===== config.mk =====
export PLATFORM = sky130hd
export DESIGN_NAME = store_unit_rv32i
export DESIGN_NICKNAME = d
export VERILOG_FILES = /design/src/rtl/rv32i_pkg.sv /design/src/rtl/store_align_rv32i.sv /design/src/rtl/store_unit_rv32i.sv
export SDC_FILE = /design/constraint.sdc
export NUM_CORES = 1
export LEC_CHECK = 0
export ABC_AREA = 1
export CORE_MARGIN = 5
export CORE_UTILIZATION = 40
export DETAILED_ROUTE_END_ITERATION = 10
export PLACE_DENSITY = 0.69
export SYNTH_ARGS = -nofsm -noshare
export SYNTH_HDL_FRONTEND = slang
export SYNTH_SLANG_ARGS = --single-unit

===== constraint.sdc =====
create_clock -name clk -period 4 [get_ports clk]
set_input_delay 0.4 -clock clk [delete_from_list [all_inputs] [get_ports clk]]
set_output_delay 0.4 -clock clk [all_outputs]
set_load 0.01 [all_outputs]

===== src/rtl/rv32i_pkg.sv =====
// Shared RV32I store-path definitions: store type encodings and the
// buffered write entry layout.
package rv32i_pkg;

  localparam logic [1:0] ST_SB = 2'b00;
  localparam logic [1:0] ST_SH = 2'b01;
  localparam logic [1:0] ST_SW = 2'b10;

  // One buffered store: word address, lane-aligned data, byte strobes.
  typedef struct packed {
    logic [29:0] addr;
    logic [31:0] wdata;
    logic [3:0]  wstrb;
  } st_entry_t;

  // Expand a stored word address back to a byte address on a word boundary.
  function automatic logic [31:0] word_to_byte(input logic [29:0] waddr);
    return {waddr, 2'b00};
  endfunction

endpackage


===== src/rtl/store_align_rv32i.sv =====
// Byte-lane placement and strobe generation for SB/SH/SW, with
// misalignment / illegal-type detection. Purely combinational.
module store_align_rv32i
  import rv32i_pkg::*;
(
  input  logic [1:0]  off_i,
  input  logic [1:0]  store_type_i,
  input  logic [31:0] data_i,
  output logic [31:0] wdata_o,
  output logic [3:0]  wstrb_o,
  output logic        misaligned_o
);

  // Select lane placement by access size; anything not naturally aligned,
  // and the unused funct3 encoding, is flagged and produces no strobes.
  always_comb begin
    wdata_o      = '0;
    wstrb_o      = '0;
    misaligned_o = 1'b0;
    case (store_type_i)
      ST_SB: begin
        wdata_o = {24'h0, data_i[7:0]} << {off_i, 3'b000};
        wstrb_o = 4'b0001 << off_i;
      end
      ST_SH: begin
        if (off_i[0]) begin
          misaligned_o = 1'b1;
        end else if (off_i[1]) begin
          wdata_o = {data_i[15:0], 16'h0};
          wstrb_o = 4'b1100;
        end else begin
          wdata_o = {16'h0, data_i[15:0]};
          wstrb_o = 4'b0011;
        end
      end
      ST_SW: begin
        if (off_i != 2'b00) begin
          misaligned_o = 1'b1;
        end else begin
          wdata_o = data_i;
          wstrb_o = 4'b1111;
        end
      end
      default: misaligned_o = 1'b1;
    endcase
  end

endmodule


===== src/rtl/store_unit_rv32i.sv =====
// RV32I store unit: aligns store requests, drops misaligned/illegal ones
// with a one-cycle misalign pulse, and queues legal stores in an in-order
// buffer drained to data memory over a valid/ready write port.
module store_unit_rv32i
  import rv32i_pkg::*;
#(
  parameter int DEPTH = 2
) (
  input  logic        clk,
  input  logic        rst,
  input  logic        req_valid,
  output logic        req_ready,
  input  logic [31:0] req_addr,
  input  logic [31:0] req_data,
  input  logic [1:0]  store_type,
  output logic        misalign,
  output logic        dmem_valid,
  input  logic        dmem_ready,
  output logic [31:0] dmem_addr,
  output logic [31:0] dmem_wdata,
  output logic [3:0]  dmem_wstrb,
  output logic        idle
);

  localparam int PW = $clog2(DEPTH);
  localparam int CW = PW + 1;
  localparam logic [CW-1:0] DEPTH_C = CW'(DEPTH);

  st_entry_t         mem_q [DEPTH];
  logic [PW-1:0]     wptr_q, wptr_d;
  logic [PW-1:0]     rptr_q, rptr_d;
  logic [CW-1:0]     count_q, count_d;
  logic              misalign_q, misalign_d;

  logic [31:0]       al_wdata;
  logic [3:0]        al_wstrb;
  logic              al_bad;
  logic              accept, enq, deq;
  st_entry_t         head, entry_in;

  store_align_rv32i u_align (
    .off_i        (req_addr[1:0]),
    .store_type_i (store_type),
    .data_i       (req_data),
    .wdata_o      (al_wdata),
    .wstrb_o      (al_wstrb),
    .misaligned_o (al_bad)
  );

  // Handshake and queue control; req_ready looks only at the registered
  // count, so a same-cycle dequeue never frees a slot for this accept.
  always_comb begin
    req_ready  = (count_q < DEPTH_C);
    accept     = req_valid && req_ready;
    enq        = accept && !al_bad;
    deq        = (count_q != '0) && dmem_ready;
    misalign_d = accept && al_bad;
    wptr_d     = enq ? wptr_q + PW'(1) : wptr_q;
    rptr_d     = deq ? rptr_q + PW'(1) : rptr_q;
    count_d    = count_q;
    case ({enq, deq})
      2'b10:   count_d = count_q + CW'(1);
      2'b01:   count_d = count_q - CW'(1);
      default: count_d = count_q;
    endcase
    entry_in.addr  = req_addr[31:2];
    entry_in.wdata = al_wdata;
    entry_in.wstrb = al_wstrb;
  end

  // Pointer, occupancy and misalign-pulse registers; reset empties the queue.
  always_ff @(posedge clk or posedge rst) begin
    if (rst) begin
      wptr_q     <= '0;
      rptr_q     <= '0;
      count_q    <= '0;
      misalign_q <= 1'b0;
    end else begin
      wptr_q     <= wptr_d;
      rptr_q     <= rptr_d;
      count_q    <= count_d;
      misalign_q <= misalign_d;
    end
  end

  // Entry storage; contents are only observable through a valid head.
  always_ff @(posedge clk) begin
    if (enq) begin
      mem_q[wptr_q] <= entry_in;
    end
  end

  // Head entry drives the write port; payload is forced to zero when empty
  // so the port reads clean after reset without resetting storage.
  always_comb begin
    head       = mem_q[rptr_q];
    dmem_valid = (count_q != '0);
    idle       = (count_q == '0);
    misalign   = misalign_q;
    dmem_addr  = dmem_valid ? word_to_byte(head.addr) : '0;
    dmem_wdata = dmem_valid ? head.wdata : '0;
    dmem_wstrb = dmem_valid ? head.wstrb : '0;
  end

endmodule


==> impl_metrics.toml, run 1 <==
[drt]
drt_iter0_drc = 320
post_drt_wl_per_cell_um = 16.4
wirelength_um = 13900
ant_nets = 0
drt_drc_violations_left = 0
num_vias = 4178
via_per_inst = 4.94
drt_pre_antenna_iters = 5

[timing]
max_freq_mhz = 331
finClkSkew_ps = 6.22
tns_ps = 0
setup_viol = 0
period_share = 0.755
slew_viol_final = 0
timing.max_slew.rel_slack = 0.516
worst_pin_slew_ps = 725
finalHoldViolCount = 0
layout_setup_ws_ps = 980
min_period_ps = 3020
rsz0062_at_grt = "no"

[layout]
area_growth_pct = 37.7
fin_area_mm2 = 0.00797
n_fill_cell = 1175
antennaDiodeCount = 0
nets = 720
regArea_mm2 = 0.00409
layoutNonFillerInstCount = 846
multi_input_area_mm2 = 0.00147
final_layout_size_suffix_gt1_frac = 0.0861

[die]
start_util = 0.403
rows = 44
io_pins = 142
dieArea_mm2 = 0.0170
die_h_um = 130
core-area_mm2 = 0.0144
die_x_um = 130

[place]
dp_slack_ps = 982
place_area_mm2 = 0.00733
hpwl_um = 9610
portBuffers = 139
placed_cells = 814
place.gp.congestion = 0.923

[setup_path]
criticalPathCategory = "reg -> out"
cp.arrival_ps = 2620
crit_family = "buffers and inverters"
critPathCaptureType = "primary output"
crit_slowest_cell = "clkdlybuf4s50_1"
cp_max_fo = 40
required_ps = 3600
cp_num_buf_inv = 3
path_cells = "inv_2 -> buf_4 -> nand2_1 -> a21oi_1 -> clkdlybuf4s50_1"
critPathLaunchType = "flip-flop"
cpPeakStageDelay_ps = 570

[cts]
post-cts-setup-buffers = 0
cts_tree = "yes"
cts.path.max_buffers = 2
holdBufCountCts = 0
clk_pin_slew_ps = 60
cts_root_buf = "clkbuf_16"
clock_latency_ps = 400
postCtsResizedCells = 0
numCtsBuffers = 17
clock_sinks = 137
cts_htree_levels = 4

[global_routing]
grt_max_degree = 68
grt_pass1_vias = 4247
antenna_found_initial = 0
track_usage = 0.166
grt_overflow = 0
grt_pass1_wl_um = 21600

[synth]
synth_edf_count = 132
synthCells = 510
ys_warn_count = 0
synth_cell_type_count = 29
ys_seq_area_frac = 0.706
synthFlopType = "edfxtp_1"
syn_area_per_cell_um2 = 11.3
synthArstFlopShare = 0.0365
synth_area_mm2 = 0.00579
synth_seq_cells = 137

[outcome]
outcome = "completed"

[pwr]
power_density_mw_per_mm2 = 682
p_leak_nw = 2.90
peakVddDrop_mv = 0.333

[job]
cap_violations = 0

[min_path]
hp-class = "in -> async"
## synthesized netlist by cell type, types with 2 or more instances
| master | count | area share |
|---|---|---|
| edfxtp_1 | 132 | 0.68 |
| nand4_1 | 8 | 0.0086 |
| a21oi_1 | 67 | 0.058 |
| inv_1 | 17 | 0.011 |
| nor2_1 | 24 | 0.016 |
| nor2_2 | 2 | 0.0022 |
| dfrtp_1 | 5 | 0.022 |
| inv_2 | 2 | 0.0013 |
| nand2_1 | 170 | 0.11 |
| nand3_1 | 11 | 0.0095 |
| clkbuf_1 | 3 | 0.0019 |
| buf_4 | 11 | 0.014 |
| o21ai_1 | 2 | 0.0017 |
| nand2_2 | 2 | 0.0022 |
| nor2_4 | 2 | 0.0039 |
| buf_2 | 13 | 0.011 |
| xor2_1 | 2 | 0.0030 |
| o21ai_0 | 26 | 0.022 |
## layout make-up
type                    count  area share
clock inverters            14      0.0248
well taps                 184      0.0289
inverters                  20     0.00942
flip-flops and latches    137       0.513
clock buffers              18      0.0551
multi-input cells         325       0.184
repair buffers            148       0.185
## through the flow
stage | total power [mW] | hold WS (ps) | utilization
CTS | 5.49 | 198 | 0.555
finish | 5.43 | 208 | 0.555
global placement | 3.83 | 458 | 0.510
floorplan | 2.79 | 179 | -
detailed placement | 3.85 | 469 | 0.510
global route | 5.72 | 195 | 0.555
## logic make-up (layout without fill, tap and decap cells)
| kind of cell | count (synthesis) | after routing | share of synthesized area |
|---|---|---|---|
| buffers and inverters | 49 | 200 | 0.0432 |
| adder cells (fa/ha/maj) | 1 | 1 | 0.00216 |
| flip-flops | 137 | 137 | 0.706 |
| other | 1 | 2 | 0.000648 |
| AND/OR/NAND/NOR | 223 | 223 | 0.159 |
| AO/OA/AOI/OAI | 96 | 96 | 0.0837 |
| XOR/XNOR | 3 | 3 | 0.00454 |
## path summary, 6_finish.rpt
check | start | end | slack, ps | cells after the start
min reg2reg | wptr_q | wptr_q | 480 | 2
max reg2reg | count_q[0] | count_q[1] | 1700 | 7
max in group asynchronous | rst | rptr_q | 3600 | 2
max | rptr_q | dmem_addr[19] | 980 | 5
min in group clk | wptr_q | wptr_q | 480 | 2
min | rst | misalign | 210 | 2
## per-layer routing
| metal | global-route usage | vias up | part of all wire |
|---|---|---|---|
| met4 | 0.0495 | 0 | 0.0090 |
| met3 | 0.0467 | 11 | 0.080 |
| met1 | 0.228 | 1974 | 0.44 |
| li1 | - | 2034 | - |
| met5 | 0 | - | 0 |
| met2 | 0.260 | 159 | 0.47 |
## registers in the layout (all words and copies together), names as in the netlist
| register | cells |
|---|---|
| rptr_q | 1 |
| mem_q | 132 |
| wptr_q | 1 |
| misalign | 1 |
| count_q | 2 |
## layout by cell type (no fill, tap or decap), drive strengths merged
cell type and instances:
a21oi 67, buf 9, bufinv 4, clkbuf 18, clkdlybuf4s50 139, clkinv 5
clkinvlp 5, conb 2, dfrtp 5, edfxtp 132, ha 1, inv 20
nand2 172, nand3 12, nand4 8, nor2 29, nor3 1, o21ai 29
or2 1, xnor2 1, xor2 2
## where the power goes
part | switching, mW | total, mW | internal, mW | leakage (nW)
clock | 0.578 | 1.64 | 1.06 | 0.295
combinational | 1.08 | 2.01 | 0.927 | 1.32
sequential | 0.0472 | 1.78 | 1.74 | 1.28
Note: power is estimated with default switching activity, not from simulation.
==> run 2: changes to the inputs <==
--- a/config.mk
+++ b/config.mk
@@ -9,7 +9,7 @@
 export CORE_MARGIN = 5
 export CORE_UTILIZATION = 40
 export DETAILED_ROUTE_END_ITERATION = 10
-export PLACE_DENSITY = 0.69
+export PLACE_DENSITY = 0.67
 export SYNTH_ARGS = -nofsm -noshare
 export SYNTH_HDL_FRONTEND = slang
 export SYNTH_SLANG_ARGS = --single-unit
==> constraint.sdc (replaced) <==
create_clock -name clk -period 2.9 [get_ports clk]
set_input_delay 0.29 -clock clk [delete_from_list [all_inputs] [get_ports clk]]
set_output_delay 0.29 -clock clk [all_outputs]
set_load 0.01 [all_outputs]
==> run 2 against run 1 <==
Against the previous run:
- total power increased by 35%
- utilization about the same
- routed wire length increased by 0.32%
- clock power is 24% higher
==> impl_metrics.toml, run 2 (synthesized netlist as in run 1, its figures left out) <==
[drt]
ant_nets = 0
via_per_inst = 4.91
drt_iter0_drc = 273
num_vias = 4168
drt_drc_violations_left = 0
drt_pre_antenna_iters = 4
post_drt_wl_per_cell_um = 16.4
wirelength_um = 13900

[cts]
post-cts-setup-buffers = 0
cts.path.max_buffers = 2
cts_htree_levels = 4
clock_sinks = 137
numCtsBuffers = 17
holdBufCountCts = 0
cts_tree = "yes"
clock_latency_ps = 410
postCtsResizedCells = 0
clk_pin_slew_ps = 60
cts_root_buf = "clkbuf_16"

[setup_path]
critPathCaptureType = "primary output"
crit_family = "buffers and inverters"
criticalPathCategory = "reg -> out"
cp_max_fo = 67
cp_num_buf_inv = 2
cpPeakStageDelay_ps = 610
cp.arrival_ps = 2360
crit_slowest_cell = "clkdlybuf4s50_1"
critPathLaunchType = "flip-flop"
path_cells = "buf_4 -> nand2_1 -> a21oi_1 -> clkdlybuf4s50_1"
required_ps = 2610

[job]
cap_violations = 0

[timing]
timing.max_slew.rel_slack = 0.512
rsz0062_at_grt = "no"
finClkSkew_ps = 9.87
max_freq_mhz = 377
period_share = 0.914
tns_ps = 0
min_period_ps = 2650
finalHoldViolCount = 0
worst_pin_slew_ps = 731
slew_viol_final = 0
setup_viol = 0

[place]
place.gp.congestion = 0.864
place_area_mm2 = 0.00740
hpwl_um = 9700
portBuffers = 139

[global_routing]
grt_pass1_vias = 4158
grt_max_degree = 68
track_usage = 0.164
antenna_found_initial = 0
grt_overflow = 0
grt_pass1_wl_um = 21200

[die]
die_h_um = 130
rows = 44
start_util = 0.403
io_pins = 142
dieArea_mm2 = 0.0170
core-area_mm2 = 0.0144
die_x_um = 130

[layout]
regMostFlops = "mem_q"
nets = 723
reg.largest.list = "mem_q: 132 flops, count_q: 2 flops"
area_growth_pct = 37.7
fin_area_mm2 = 0.00797
final_cell_mix = "nand2_1 (170), clkdlybuf4s50_1 (139), edfxtp_1 (132), a21oi_1 (67), o21ai_0 (26)"
final_common_cell = "nand2_1"
final_layout_size_suffix_gt1_frac = 0.0872
largest_reg_flops = 132
antennaDiodeCount = 0

[pwr]
power_density_mw_per_mm2 = 920
p_leak_nw = 2.90
peakVddDrop_mv = 0.442

[min_path]
hp-class = "in -> async"

[outcome]
outcome = "completed"
## run 2: metal layers
metal,GRT usage,up-vias,routed length (um)
li1,-,2042,-
met1,0.225,1920,6240
met2,0.253,185,6350
met3,0.0434,21,1090
met4,0.0617,0,246
met5,0,-,0
## run 2: path summary, 6_finish.rpt
kind                             start        endpoint  slack [ps]  depth (start not counted)
min                                rst      count_q[1]          90                          2
min in group clk           req_addr[7]    mem_q[0][41]         470                          1
max reg2reg                 count_q[0]      count_q[1]         830                          7
max in group asynchronous          rst          rptr_q        2610                          2
min reg2reg                     wptr_q          wptr_q         480                          2
max                             rptr_q  dmem_wdata[18]         250                          4
## run 2: power breakdown
| part | total, mW | leakage, nW | switching, mW | internal [mW] |
|---|---|---|---|---|
| Combinational | 2.84 | 1.35 | 1.50 | 1.34 |
| Clock | 2.03 | 0.268 | 0.773 | 1.26 |
| Sequential | 2.46 | 1.28 | 0.0679 | 2.39 |
## run 2: cell type report
| class | count | area, um^2 |
|---|---|---|
| clock buffer | 19 | 433 |
| clock inverter | 13 | 133 |
| fill | 1184 | 6400 |
| inverter | 20 | 75.1 |
| multi-input combinational | 325 | 1470 |
| sequential | 137 | 4090 |
| tap | 184 | 230 |
| timing repair buffer | 151 | 1540 |
## run 2: per-stage QoR
step	power, mW	setup WS (ps)	utilization	instances	hold WS [ps]
2_1_floorplan	3.85	13.2	-	511	68.5
3_3_place_gp	5.35	683	0.515	817	468
3_5_place_dp	5.38	613	0.515	817	464
4_1_cts	7.42	252	0.555	849	89.7
5_1_grt	7.72	136	0.555	849	111
6_report	7.33	248	0.555	849	93.9
==> run 3: changes to the inputs <==
--- a/config.mk
+++ b/config.mk
@@ -9,7 +9,7 @@
 export CORE_MARGIN = 5
 export CORE_UTILIZATION = 40
 export DETAILED_ROUTE_END_ITERATION = 10
-export PLACE_DENSITY = 0.67
+export DONT_BUFFER_PORTS = 1
 export SYNTH_ARGS = -nofsm -noshare
 export SYNTH_HDL_FRONTEND = slang
 export SYNTH_SLANG_ARGS = --single-unit
==> run 3 against run 2 <==
Against the previous run:
- routed wire length down 3.0%
- final area down 14%
- critical path depth unchanged
- count of clock-buffer cells in the layout down 1
- total power down 15%
- clock skew down 2.8 ps
- hold slack worse by 61 ps
- largest power group is now sequential cells
- highest routed layer unchanged
==> impl_metrics.toml, run 3 (synthesized netlist as in run 1, its figures left out) <==
[outcome]
outcome = "completed"

[place]
portBuffers = 0
placed_cells = 674
place.gp.congestion = 0.780
hpwl_um = 8940
place_area_mm2 = 0.00597

[timing]
timing.max_slew.rel_slack = 0.510
max_freq_mhz = 436
finClkSkew_ps = 7.06
tns_ps = 0
min_period_ps = 2290
setup_viol = 0
rsz0062_at_grt = "no"
slew_viol_final = 0
hold_ws_ps = 32.7
worst_pin_slew_ps = 735
finalHoldViolCount = 0
period_share = 0.791

[die]
die_h_um = 130
dieArea_mm2 = 0.0170
io_pins = 142
rows = 44
die_x_um = 130
start_util = 0.403
core-area_mm2 = 0.0144

[cts]
cts_tree = "yes"
postCtsResizedCells = 0
clock_latency_ps = 410
cts.path.max_buffers = 2
clock_sinks = 137
numCtsBuffers = 17
cts_htree_levels = 4
cts_root_buf = "clkbuf_16"
clk_pin_slew_ps = 60

[global_routing]
track_usage = 0.163
grt_max_degree = 68
antenna_found_initial = 0
grt_pass1_vias = 3710
grt_pass1_wl_um = 20800
grt_overflow = 0

[layout]
layoutNonFillerInstCount = 737
nets = 611
regMostFlops = "mem_q"
final_cell_mix = "nand2_1 (170), edfxtp_1 (132), a21oi_1 (67), dlygate4sd3_1 (31), o21ai_0 (26)"
reg.largest.list = "mem_q: 132 flops, count_q: 2 flops"
area_growth_pct = 18.2
antennaDiodeCount = 0
final_layout_size_suffix_gt1_frac = 0.0904
final_common_cell = "nand2_1"
fin_area_mm2 = 0.00684
largest_reg_flops = 132

[setup_path]
cp_common_cell = "buf_4"
crit_slowest_cell = "buf_4"
cp_max_fo = 39
required_ps = 2610
path_cells = "nor2_4 -> buf_4 -> buf_4 -> a21oi_1"
cpPeakStageDelay_ps = 460
cp.arrival_ps = 2000
cp_num_buf_inv = 2
critPathLaunchType = "flip-flop"
crit_family = "buffers and inverters"
criticalPathCategory = "reg -> out"
critPathCaptureType = "primary output"

[drt]
post_drt_wl_per_cell_um = 18.3
drt_drc_violations_left = 0
drt_iter0_drc = 179
drt_pre_antenna_iters = 4
ant_nets = 0
num_vias = 3745
wirelength_um = 13500
via_per_inst = 5.08

[min_path]
hp-class = "in -> reg"

[pwr]
p_leak_nw = 2.47
power_density_mw_per_mm2 = 911
p_total_mw = 6.23
peakVddDrop_mv = 0.543

[job]
cap_violations = 0
run 3: cell count changes in the layout (fill, tap and decap cells not counted), moves of 3 or more:
cell,before,now
clkinv_2,5,1
clkdlybuf4s50_1,139,0
dlygate4sd3_1,0,31
clkinv_1,1,6
buf_4,7,4
run 3: final timing paths:
kind | startpoint | end | depth (start not counted) | slack, ps
worst max-delay path | count_q[0] | dmem_wstrb[0] | 4 | 610
worst min-delay path | req_valid | misalign | 2 | 30
worst max register to register | count_q[0] | count_q[1] | 7 | 1100
worst min register to register | wptr_q | wptr_q | 2 | 490
max in group asynchronous | rst | rptr_q | 2 | 2480
min in group asynchronous | rst | count_q[0] | 2 | 220
run 3: report_power, final:
part	switching [mW]	leakage [nW]	total (mW)	internal (mW)
logic	1.34	0.926	1.75	0.413
registers	0.0673	1.28	2.46	2.39
clock network	0.775	0.260	2.02	1.25
run 3: layout make-up:
cell class	count	area, um^2
Fill cell	1302	7530
Sequential cell	137	4090
Multi-Input combinational cell	325	1470
Clock buffer	18	429
Timing Repair Buffer	39	420
Tap cell	184	230
Clock inverter	14	131
Inverter	20	75.1
run 3: repair_timing:
action	CTS	global route
hold buffers	31	0
endpoints found under the hold margin	65	0
buffers inserted	0	0
run 3: worst reg2reg max path, delay by kind of cell (launching register included):
kind                       cells  cell delay, ps
buffers and inverters          1             330
xor gates and xnor gates       1             150
and+or+nand+nor                4             600
DFF                            1             440
adders and majority gates      1             210
run 3: through the flow:
| step | setup WS [ps] | util |
|---|---|---|
| after CTS | 539 | 0.476 |
| after global routing | 474 | 0.476 |
| after global placement | 986 | 0.416 |
| after detailed placement | 979 | 0.416 |
| after floorplan | 13.2 | - |
| final | 606 | 0.476 |
run 3: layer usage:
metal  global-route usage  wire (um)  vias to the layer above
met1                0.218       5910                     1764
met2                0.249       6180                      151
li1                     -          -                     1814
met3               0.0594       1220                       16
met4               0.0544        197                        0
met5                    0          0                        -
